## config.mk

```make
export PLATFORM = sky130hd
export DESIGN_NAME = hazard_voider_flat
export DESIGN_NICKNAME = d
export VERILOG_FILES = /design/src/rtl/hazard_voider_if.sv /design/src/rtl/hazard_voider.sv /design/src/flat_wrapper.sv
export SDC_FILE = /design/constraint.sdc
export NUM_CORES = 1
export LEC_CHECK = 0
export CAP_MARGIN = 20
export CELL_PAD_IN_SITES_DETAIL_PLACEMENT = 1
export CELL_PAD_IN_SITES_GLOBAL_PLACEMENT = 1
export CORE_MARGIN = 2
export CORE_UTILIZATION = 40
export DETAILED_ROUTE_END_ITERATION = 16
export PLACE_DENSITY = 0.89
export SYNTH_ARGS = -nofsm -noshare
export SYNTH_HDL_FRONTEND = slang
export SYNTH_SLANG_ARGS = --single-unit
```

## constraint.sdc

```tcl
create_clock -name clk -period 2.9 [get_ports clk]
set_input_delay 0.29 -clock clk [delete_from_list [all_inputs] [get_ports clk]]
set_output_delay 0.29 -clock clk [all_outputs]
set_load 0.005 [all_outputs]
```

## src/rtl/hazard_voider_if.sv

```systemverilog
// Purpose : bundle of the hazard voider request/response signals.
// Ports   : master drives req/hold/flush and observes the void outputs;
//           slave (the voider) is the mirror image.
//   req        N_SRC   hazard requests
//   hold       1       pipeline stall
//   flush      1       pipeline flush
//   is_void    1       squash current issue slot
//   void_src   SRC_W   source that set/extended the current window
//   remaining  CNT_W   void cycles left including the current one
//   extended   1       one-cycle pulse: active window lengthened
//   void_count STAT_W  saturating voided-cycle total
interface hazard_voider_if #(
    parameter int N_SRC  = 2,
    parameter int CNT_W  = 3,
    parameter int STAT_W = 16
);
    localparam int SRC_W = (N_SRC > 1) ? $clog2(N_SRC) : 1;

    logic [N_SRC-1:0]  req;
    logic              hold;
    logic              flush;
    logic              is_void;
    logic [SRC_W-1:0]  void_src;
    logic [CNT_W-1:0]  remaining;
    logic              extended;
    logic [STAT_W-1:0] void_count;

    modport master (
        output req, hold, flush,
        input  is_void, void_src, remaining, extended, void_count
    );

    modport slave (
        input  req, hold, flush,
        output is_void, void_src, remaining, extended, void_count
    );
endinterface

```

## src/rtl/hazard_voider.sv

```systemverilog
// Purpose : multi-source pipeline bubble generator. Each hazard source asks
//           for a void window of its own programmed length; overlapping
//           requests merge into the longest window. hold freezes the window,
//           flush cancels it. All outputs come straight from registers.
// Ports   : clk  - system clock
//           rst  - synchronous active-high reset
//           bus  - hazard_voider_if.slave (req/hold/flush in, void status out)
module hazard_voider #(
    parameter int                   N_SRC    = 2,
    parameter int                   CNT_W    = 3,
    parameter logic [N_SRC*CNT_W-1:0] VOID_LEN = {3'd2, 3'd1},
    parameter int                   STAT_W   = 16
) (
    input  logic           clk,
    input  logic           rst,
    hazard_voider_if.slave bus
);
    localparam int SRC_W = (N_SRC > 1) ? $clog2(N_SRC) : 1;

    generate
        if (N_SRC < 1) begin : g_bad_nsrc
            $error("hazard_voider: N_SRC must be >= 1");
        end
    endgenerate

    logic [CNT_W-1:0]  rem_q, rem_d, dec, newlen;
    logic [SRC_W-1:0]  src_q, src_d, win;
    logic              ext_q, ext_d;
    logic [STAT_W-1:0] cnt_q, cnt_d;

    // Longest requested window; strict '>' keeps the lowest index on ties
    // and makes a zero-length source never win.
    always_comb begin
        newlen = '0;
        win    = '0;
        for (int i = 0; i < N_SRC; i++) begin
            if (bus.req[i] && (VOID_LEN[i*CNT_W +: CNT_W] > newlen)) begin
                newlen = VOID_LEN[i*CNT_W +: CNT_W];
                win    = SRC_W'(i);
            end
        end
    end

    always_comb begin
        rem_d = rem_q;
        src_d = src_q;
        ext_d = 1'b0;
        cnt_d = cnt_q;
        dec   = (rem_q != '0) ? rem_q - 1'b1 : '0;
        if (bus.flush) begin
            // Window cancelled; same-cycle request is dropped, source kept.
            rem_d = '0;
        end else begin
            // The slot leaving this edge was voided, held or not.
            if ((rem_q != '0) && (cnt_q != '1))
                cnt_d = cnt_q + STAT_W'(1);
            if (!bus.hold) begin
                if (newlen > dec) begin
                    rem_d = newlen;
                    src_d = win;
                    ext_d = (dec != '0);
                end else begin
                    rem_d = dec;
                end
            end
        end
    end

    always_ff @(posedge clk) begin
        if (rst) begin
            rem_q <= '0;
            src_q <= '0;
            ext_q <= 1'b0;
            cnt_q <= '0;
        end else begin
            rem_q <= rem_d;
            src_q <= src_d;
            ext_q <= ext_d;
            cnt_q <= cnt_d;
        end
    end

    assign bus.is_void    = (rem_q != '0);
    assign bus.remaining  = rem_q;
    assign bus.void_src   = src_q;
    assign bus.extended   = ext_q;
    assign bus.void_count = cnt_q;
endmodule
```

## src/flat_wrapper.sv

```systemverilog
// flat-port wrapper written by rule: the top's interface ports become plain ports
module hazard_voider_flat 
#(
    parameter int                   N_SRC    = 2,
    parameter int                   CNT_W    = 3,
    parameter logic [N_SRC*CNT_W-1:0] VOID_LEN = {3'd2, 3'd1},
    parameter int                   STAT_W   = 16
)
  (clk, rst, bus_req, bus_hold, bus_flush, bus_is_void, bus_void_src, bus_remaining, bus_extended, bus_void_count);
  hazard_voider_if #(.N_SRC(N_SRC), .CNT_W(CNT_W), .STAT_W(STAT_W)) bus_i ();
  input  logic clk;
  input  logic rst;
  input wire logic [$bits(bus_i.req)-1:0] bus_req;
  input wire logic [$bits(bus_i.hold)-1:0] bus_hold;
  input wire logic [$bits(bus_i.flush)-1:0] bus_flush;
  output wire logic [$bits(bus_i.is_void)-1:0] bus_is_void;
  output wire logic [$bits(bus_i.void_src)-1:0] bus_void_src;
  output wire logic [$bits(bus_i.remaining)-1:0] bus_remaining;
  output wire logic [$bits(bus_i.extended)-1:0] bus_extended;
  output wire logic [$bits(bus_i.void_count)-1:0] bus_void_count;
  assign bus_i.req = bus_req;
  assign bus_i.hold = bus_hold;
  assign bus_i.flush = bus_flush;
  assign bus_is_void = bus_i.is_void;
  assign bus_void_src = bus_i.void_src;
  assign bus_remaining = bus_i.remaining;
  assign bus_extended = bus_i.extended;
  assign bus_void_count = bus_i.void_count;
  hazard_voider #(.N_SRC(N_SRC), .CNT_W(CNT_W), .VOID_LEN(VOID_LEN), .STAT_W(STAT_W)) u_core (.clk(clk), .rst(rst), .bus(bus_i));
endmodule
```

After elaboration in Yosys (flattened, before gate mapping)
Index checks and enable logic that the tools add are counted.
{"block": "word_totals", "out_inout_bits": 22, "ff_bits": 21, "romBits": 0, "in_bits": 6, "latch_bits": 0, "mem_bits_rw": 0, "memories": 0}
{"block": "classes", "div": 0, "reduce_logical": 8, "n_eq_ne": 1, "bitwise": 3, "mux": 5, "shift": 0, "addsub": 2, "mul": 0, "n_lt_le_gt_ge": 2}
{"operator": "adder 16 x 1 -> 16 bit, second input constant", "n": 1}
{"operator": "!= test 16 bit, second input constant", "n": 1}
{"operator": "2-to-1 mux 3 bit", "n": 3}
{"operator": "nonzero test 3 bit", "n": 2}
{"operator": "OR reduction 4 bit", "n": 1}
{"operator": "> comparator 2 x 3 -> 1 bit, first input constant", "n": 1}
{"operator": "> comparator 3 bit", "n": 1}
{"operator": "inverter 1 bit", "n": 3}
{"operator": "AND reduction 3 bit", "n": 1}
{"operator": "subtractor 3 x 1 -> 3 bit, second input constant", "n": 1}
{"operator": "logical AND 1 bit", "n": 2}
{"operator": "2-to-1 mux 1 bit", "n": 2}
{"operator": "AND reduction 2 bit", "n": 1}
{"operator": "OR reduction 2 bit", "n": 1}

Logic depth before layout (Yosys ltp)
Gate-level depths: netlist of the first run.
{"block": "depth", "depth_word": 7, "ltp_mapped": 8, "depth_no_buf": 7}

Worst setup path before layout of the first run
Ideal clock, no wire load.
{"block": "synth_timing", "path_type": "register to register", "startpoint": "reg u_core.rem_q[2], in the netlist u_core.bus.remaining[2]", "endpoint": "reg u_core.rem_q[1], in the netlist u_core.bus.remaining[1]", "setup_time_ns": 0.120, "setup_slack_ns": 0.980, "t_required_ns": 2.780, "arrival_ns": 1.800, "stages_incl_launch_ff": 9, "cell_sequence": "dfxtp_1 buf_2 nor3b_1 a21oi_1 ha_1 nor2b_1 o21ai_1 o311ai_0 o31a_1"}
{"block": "synth_between", "elab_chain_len": 4, "elab_cells_between_ends": 5}
{"element": "start, declared", "line_no": "hazard_voider.sv:26", "source": "logic [CNT_W-1:0] rem_q, rem_d, dec, newlen;"}
{"element": "start signal, assigned", "line_no": "hazard_voider.sv:76", "source": "rem_q <= rem_d;"}
{"element": "subtractor 3 x 1 -> 3 bit or nonzero test 3 bit (tied branches)", "line_no": "hazard_voider.sv:49", "source": "dec = (rem_q != '0) ? rem_q - 1'b1 : '0;"}
{"element": "2-to-1 mux 3 bit *", "line_no": "hazard_voider.sv:49"}
{"element": "> comparator 3 bit", "line_no": "hazard_voider.sv:58", "source": "if (newlen > dec) begin"}
{"element": "2-to-1 mux 3 bit *", "line_no": "hazard_voider.sv:58"}
Every way passes the cells marked *; elsewhere a longest branch is shown, timed or not.
A chain may end at the register's enable or synchronous reset.

Final worst setup path of the first run
Ends and elaborated chain as after synthesis.

==> impl_metrics.json, run 1 <==
{
  "antenna_left": 0,
  "root_buffer": "clkbuf_4",
  "core_area_um2": 3078,
  "multi_input_area_um2": 828.3,
  "vdd_drop_max_mv": 0.2177,
  "slowest_delay_ns": 0.55,
  "arrival_ns": 2.43,
  "status": "finished, final reports clean",
  "clock_skew_ns": 0.002452,
  "postCtsSetupRepairBufs": 0,
  "htreeDepth": 1,
  "fp-row-count": 20,
  "area_growth_pct": 24.42,
  "cts_tree": "done",
  "timing.rr.end": "u_core.bus.remaining[1]$_SDFFE_PP0N_",
  "finalWirelength_um": 3478,
  "place.gp.congestion": 0.8354,
  "die_x_um": 61.04,
  "max_freq_mhz": 451.2,
  "clk_latency_ns": 0.31,
  "post-route-min-period_ns": 2.216,
  "syn_inst": 145,
  "syn_area_um2": 1301,
  "cts_buffers": 3,
  "synth-seq-area-share_pct": 32.31,
  "setup_tns_ns": 0,
  "first_pass_iters": 4,
  "finalSetupViolCount": 0,
  "placed_area_um2": 1593,
  "leakagePower_nw": 0.5581,
  "grt-ovfl-total": 0,
  "stdcell_count": 213,
  "reg2reg_slack_ns": 0.68,
  "r2r_cells": 7,
  "cts_hold_buffers": 0,
  "clk_pin_slew_worst_paths_ns": 0.12,
  "cts_buffer_depth": 2,
  "hold_path_depth": 2,
  "start_util_pct": 42.28,
  "synthArstFlopShare_pct": 0,
  "startpoint_type": "flip-flop",
  "hold_viol_final": 0,
  "synthFlopType": "dfxtp_1",
  "synth_edf_count": 0,
  "r2r_start": "u_core.bus.remaining[2]$_SDFFE_PP0N_",
  "grt_pass1_wl_um": 5968,
  "drv_slew": 0,
  "cap_violations": 0,
  "hold_path_class": "flip-flop to flip-flop",
  "num_antenna_cells": 0,
  "wl_per_cell_um": 16.33,
  "fp.dieH_um": 61.04,
  "portBuffers": 27,
  "fp.dieArea_um2": 3725,
  "drt_first_iter_violations": 55,
  "syn_nets": 154,
  "crit_slowest_cell": "dfxtp_1",
  "hold_start": "u_core.bus.void_count[1]$_SDFFE_PP0P_",
  "antenna_found_initial": 0,
  "yosysWarnings": 0,
  "avgSynthCellArea_um2": 8.974,
  "layout-drive-gt1-share_pct": 8.876,
  "post-route-util_pct": 52.60,
  "maxSlewHeadroom_pct": 53.19,
  "post-dp-hpwl_um": 2612,
  "endpoint_kind": "flip-flop",
  "post-route-drc-count": 0,
  "ys_ff_latch": 21,
  "crit_fanout": 10,
  "grt_start_max_net_pins": 16,
  "fin_area_um2": 1619,
  "grt_pass1_vias": 1246,
  "cts.sinks": 21,
  "grt_setup_unrepaired": "false",
  "num-fill-cells": 376,
  "period_share_pct": 76.42,
  "vias_per_cell": 5.939,
  "cp_cell_sequence": "nor3b_1, a21oi_1, ha_1, nor2b_1, o21ai_1, o311ai_0, o31a_1",
  "tightest_slew_ns": 0.6969,
  "ioPinCount": 28,
  "path_class": "flip-flop to flip-flop",
  "vias": 1265,
  "ys_types": 50,
  "hold_end": "u_core.bus.void_count[1]$_SDFFE_PP0P_",
  "cts.repair.resized": 0,
  "place_inst": 209,
  "nets": 179,
  "regArea_um2": 420.4,
  "grt_usage_pct": 21.47,
  "power_density_nw_per_um2": 351.4,
  "cp.required_ns": 3.11
}
cell type report:
| type | instances | area share, % |
|---|---|---|
| clock buffer | 4 | 1.623 |
| sequential | 21 | 25.97 |
| multi-input combinational | 113 | 51.16 |
| tap | 44 | 3.400 |
| timing repair buffer | 28 | 17.16 |
| inverter | 3 | 0.6955 |
logic make-up (layout without fill, tap and decap cells):
| group | after synthesis | count (layout) | synth area share (%) |
|---|---|---|---|
| AO/OA/AOI/OAI | 37 | 37 | 19.81 |
| adder cells (fa/ha/maj) | 3 | 3 | 2.885 |
| buffers and inverters | 11 | 35 | 4.038 |
| flip-flops | 21 | 21 | 32.31 |
| multiplexers | 3 | 3 | 2.596 |
| AND/OR/NAND/NOR | 70 | 70 | 38.37 |
report_power, final:
| part | switching (mW) | internal, mW | total (mW) |
|---|---|---|---|
| Sequential | 0.0165 | 0.296 | 0.313 |
| Clock | 0.0945 | 0.0537 | 0.148 |
| Combinational | 0.0589 | 0.0492 | 0.108 |
| Total | 0.170 | 0.399 | 0.569 |
worst max-delay path: cells and delay by family (launching register included):
family          cells  cell delay, ns
compound gates      4            0.91
flops               1            0.55
simple gates        2            0.36
fa+ha+maj           1            0.30
synthesized netlist by cell type, drive strengths merged, types with 4 or more instances:
master	instances	share of area (%)
nand2	5	1.4
nor3	7	3.9
dfxtp	21	32
nor4	6	5.2
nor2b	7	3.4
a21oi	11	4.2
nor2	9	2.6
o21ai	4	1.5
nand4	5	4.5
nand3	6	2.3
buf	5	2.3
or4	4	2.3
metal layers:
metal / up-vias / global-route usage, % / wire length [um]
li1: 621 / - / -
met1: 612 / 29.94 / 1645
met2: 26 / 32.67 / 1669
met3: 6 / 3.151 / 102
met4: 0 / 9.938 / 60
met5: - / 0 / 0
state kept, by name, indices dropped and copies added, names as in the netlist:
register / count
u_core.bus.void_count: 16
u_core.bus.extended: 1
u_core.bus.remaining: 3
u_core.bus.void_src: 1
placed cells by master, fill, tap and decap left out, types with 3 or more instances in the layout:
cell type and n:
or4_1 4, nor2_1 9, a21oi_1 11, o21ai_1 4, nor4_1 4, o41ai_1 3, mux2_1 3, clkdlybuf4s50_1 27
nand3_1 6, nor3_1 5, nor2b_1 7, clkbuf_4 3, nand4b_1 3, nand2_1 5, dfxtp_1 21, and4_1 3
o31ai_1 3, ha_1 3
metrics by stage:
stage               hold WS (ns)  setup WS, ns  power [mW]
floorplan                 0.4171        0.9802      0.3827
detailed placement        0.5433        0.7229      0.4275
finish                    0.5646        0.6839      0.5690
CTS                       0.5655        0.7010      0.5736
global route              0.5985        0.5278      0.6001
global placement          0.5168        0.8477      0.4222
how the worst max path moves through the flow:
stage | depth (start not counted) | end | slack, ns | start
6_report | 7 | u_core.bus.remaining[1]$_SDFFE_PP0N_ | 0.68 | u_core.bus.remaining[2]$_SDFFE_PP0N_
3_5_place_dp | 7 | u_core.bus.remaining[1]$_SDFFE_PP0N_ | 0.72 | u_core.bus.remaining[2]$_SDFFE_PP0N_
5_1_grt | 7 | u_core.bus.remaining[1]$_SDFFE_PP0N_ | 0.53 | u_core.bus.remaining[2]$_SDFFE_PP0N_
2_1_floorplan | 8 | u_core.bus.remaining[1]$_SDFFE_PP0N_ | 0.98 | u_core.bus.remaining[2]$_SDFFE_PP0N_
4_1_cts | 7 | u_core.bus.remaining[1]$_SDFFE_PP0N_ | 0.70 | u_core.bus.remaining[2]$_SDFFE_PP0N_
3_3_place_gp | 7 | u_core.bus.remaining[1]$_SDFFE_PP0N_ | 0.85 | u_core.bus.remaining[2]$_SDFFE_PP0N_
Power figures use the tool's default switching activity.
==> run 2, diff against run 1 <==
Settings changed: CORE_UTILIZATION 40 to 37, PLACE_DENSITY 0.89 to 0.84.
Clock period 2.9 ns to 2.14 ns, I/O delays scaled along.
==> run 2 against run 1 <==
Effect of this change: first-iteration DRC count shrank 27%; worst hold slack worse by 0.0097 ns; die area increased by 7.6%; non-clock buffer count increased by 6; register-to-register slack worse by 0.46 ns; global-route usage shrank 2.0 points; utilization fell by 2.9 points; clock power is 38% higher; critical path depth is 3 lower; power increased by 39%; combinational power grew 62%; highest routed layer unchanged.
==> impl_metrics.json, run 2 (synthesized netlist as in run 1, its figures left out) <==
{
  "p_clk_share_pct": 25.8,
  "grt_start_max_net_pins": 20,
  "finalSetupViolCount": 0,
  "num-fill-cells": 424,
  "seqPwrFrac_pct": 52.1,
  "ioPinCount": 28,
  "cts_buffers": 3,
  "fin_area_um2": 1672,
  "num_antenna_cells": 0,
  "antenna_found_initial": 0,
  "post-route-drc-count": 0,
  "clk_latency_ns": 0.31,
  "layout-drive-gt1-share_pct": 13.14,
  "post-route-min-period_ns": 1.956,
  "vias": 1280,
  "p_comb_share_pct": 22.1,
  "switching_share_pct": 30.71,
  "maxSlewHeadroom_pct": 67.98,
  "grt_pass1_wl_um": 6299,
  "vdd_drop_max_mv": 0.2320,
  "leakagePower_nw": 0.5924,
  "grt_pass1_vias": 1325,
  "grt_usage_pct": 19.44,
  "cp.required_ns": 1.93,
  "place.gp.congestion": 0.8625,
  "root_buffer": "clkbuf_4",
  "clk_pin_slew_worst_paths_ns": 0.13,
  "area_growth_pct": 28.46,
  "first_pass_iters": 4,
  "crit_buf_inv": 3,
  "arrival_ns": 1.74,
  "htreeDepth": 1,
  "nets": 185,
  "tightest_slew_ns": 0.4767,
  "start_util_pct": 38.69,
  "status": "finished, final reports clean",
  "post-dp-hpwl_um": 2747,
  "drv_slew": 0,
  "grt_setup_unrepaired": "false",
  "endpoint_kind": "primary output",
  "cp_cell_sequence": "buf_4, nor3_4, inv_2, clkdlybuf4s50_1",
  "grt-ovfl-total": 0,
  "die_x_um": 63.31,
  "finalWirelength_um": 3565,
  "switchingPower_mw": 0.2426,
  "fp.dieArea_um2": 4008,
  "multi_input_area_um2": 832.0,
  "intPower_mw": 0.5474,
  "max_freq_mhz": 511.3,
  "crit_slowest_cell": "clkdlybuf4s50_1",
  "cts.sinks": 21,
  "reg2reg_slack_ns": 0.22,
  "fp-row-count": 21,
  "crit_fanout": 6,
  "placed_area_um2": 1640,
  "path_class": "flip-flop to primary output",
  "place_inst": 217,
  "critPathTopFamily": "buffers and inverters",
  "core_area_um2": 3363,
  "slowest_delay_ns": 0.47,
  "drt_first_iter_violations": 40,
  "antenna_left": 0,
  "power_density_nw_per_um2": 472.6,
  "hold_path_class": "flip-flop to flip-flop",
  "cap_violations": 0,
  "fp.dieH_um": 63.31,
  "cts_tree": "done",
  "regArea_um2": 420.4,
  "wl_per_cell_um": 16.13,
  "final_common_cell": "clkdlybuf4s50_1",
  "stdcell_count": 221,
  "vias_per_cell": 5.792,
  "cts_buffer_depth": 2,
  "hold_viol_final": 0,
  "largest_register_ffs": 16,
  "portBuffers": 27,
  "final_cell_mix": "clkdlybuf4s50_1 (27), dfxtp_1 (21), a21oi_1 (11)",
  "startpoint_type": "flip-flop",
  "period_share_pct": 91.39,
  "clock_skew_ns": 0.002339
}
-- run 2: repair_timing --
action | 4_1_cts | 5_1_grt
gates resized for setup | 0 | 1
setup buffers | 0 | 0
hold buffers | 0 | 0
hold endpoints to repair | 0 | 0
setup endpoints to repair | 0 | 1
-- run 2: power groups by stage --
stage	clock (mW)	sequential (mW)	combinational (mW)
final	0.204	0.411	0.175
after global routing	0.238	0.415	0.191
after CTS	0.214	0.412	0.174
after detailed placement	0	0.421	0.173
after global placement	0	0.419	0.162
after floorplan	0	0.418	0.101
-- run 2: final cells by class --
cell class                      count  share of cell area, %
Clock buffer                        3                  1.347
Clock inverter                      1                 0.2994
Inverter                            3                 0.6737
Multi-Input combinational cell    113                  49.78
Sequential cell                    21                  25.15
Tap cell                           46                  3.443
Timing Repair Buffer               34                  19.31
-- run 2: through the flow --
| step | hold WS, ns | TNS (ns) | power [mW] | utilization (%) | worst slack (ns) |
|---|---|---|---|---|---|
| 3_5_place_dp | 0.5409 | -0.01617 | 0.5937 | 48.77 | -0.01617 |
| 5_1_grt | 0.5700 | 0 | 0.8430 | 49.70 | 0.09288 |
| 6_report | 0.5549 | 0 | 0.7900 | 49.70 | 0.1842 |
| 2_1_floorplan | 0.3411 | 0 | 0.5187 | - | 0.2202 |
| 4_1_cts | 0.5587 | 0 | 0.7991 | 49.59 | 0.01948 |
| 3_3_place_gp | 0.5242 | 0 | 0.5816 | 48.77 | 0.1986 |
-- run 2: worst paths after layout --
kind	startpoint	end	depth (start not counted)
min reg2reg	u_core.bus.void_count[0]$_SDFFE_PP0P_	u_core.bus.void_count[0]$_SDFFE_PP0P_	2
max reg2reg	u_core.bus.remaining[0]$_SDFFE_PP0N_	u_core.bus.remaining[1]$_SDFFE_PP0N_	7
min	u_core.bus.void_count[0]$_SDFFE_PP0P_	u_core.bus.void_count[0]$_SDFFE_PP0P_	2
max	u_core.bus.remaining[0]$_SDFFE_PP0N_	bus_is_void	4
-- run 2: per-layer routing --
metal | vias to the layer above | GRT usage [%] | part of all wire, %
li1 | 633 | - | -
met1 | 615 | 22.38 | 43
met2 | 24 | 35.51 | 52
met3 | 8 | 3.750 | 3.3
met4 | 0 | 7.065 | 2.0
met5 | - | 0 | 0
-- run 2: worst register-to-register path: cells and delay by family, from the launching register on --
kind | cells | cell delay (ns)
flip-flops | 1 | 0.41
AO/OA/AOI/OAI | 4 | 0.91
adder cells (fa/ha/maj) | 1 | 0.29
AND/OR/NAND/NOR | 2 | 0.21
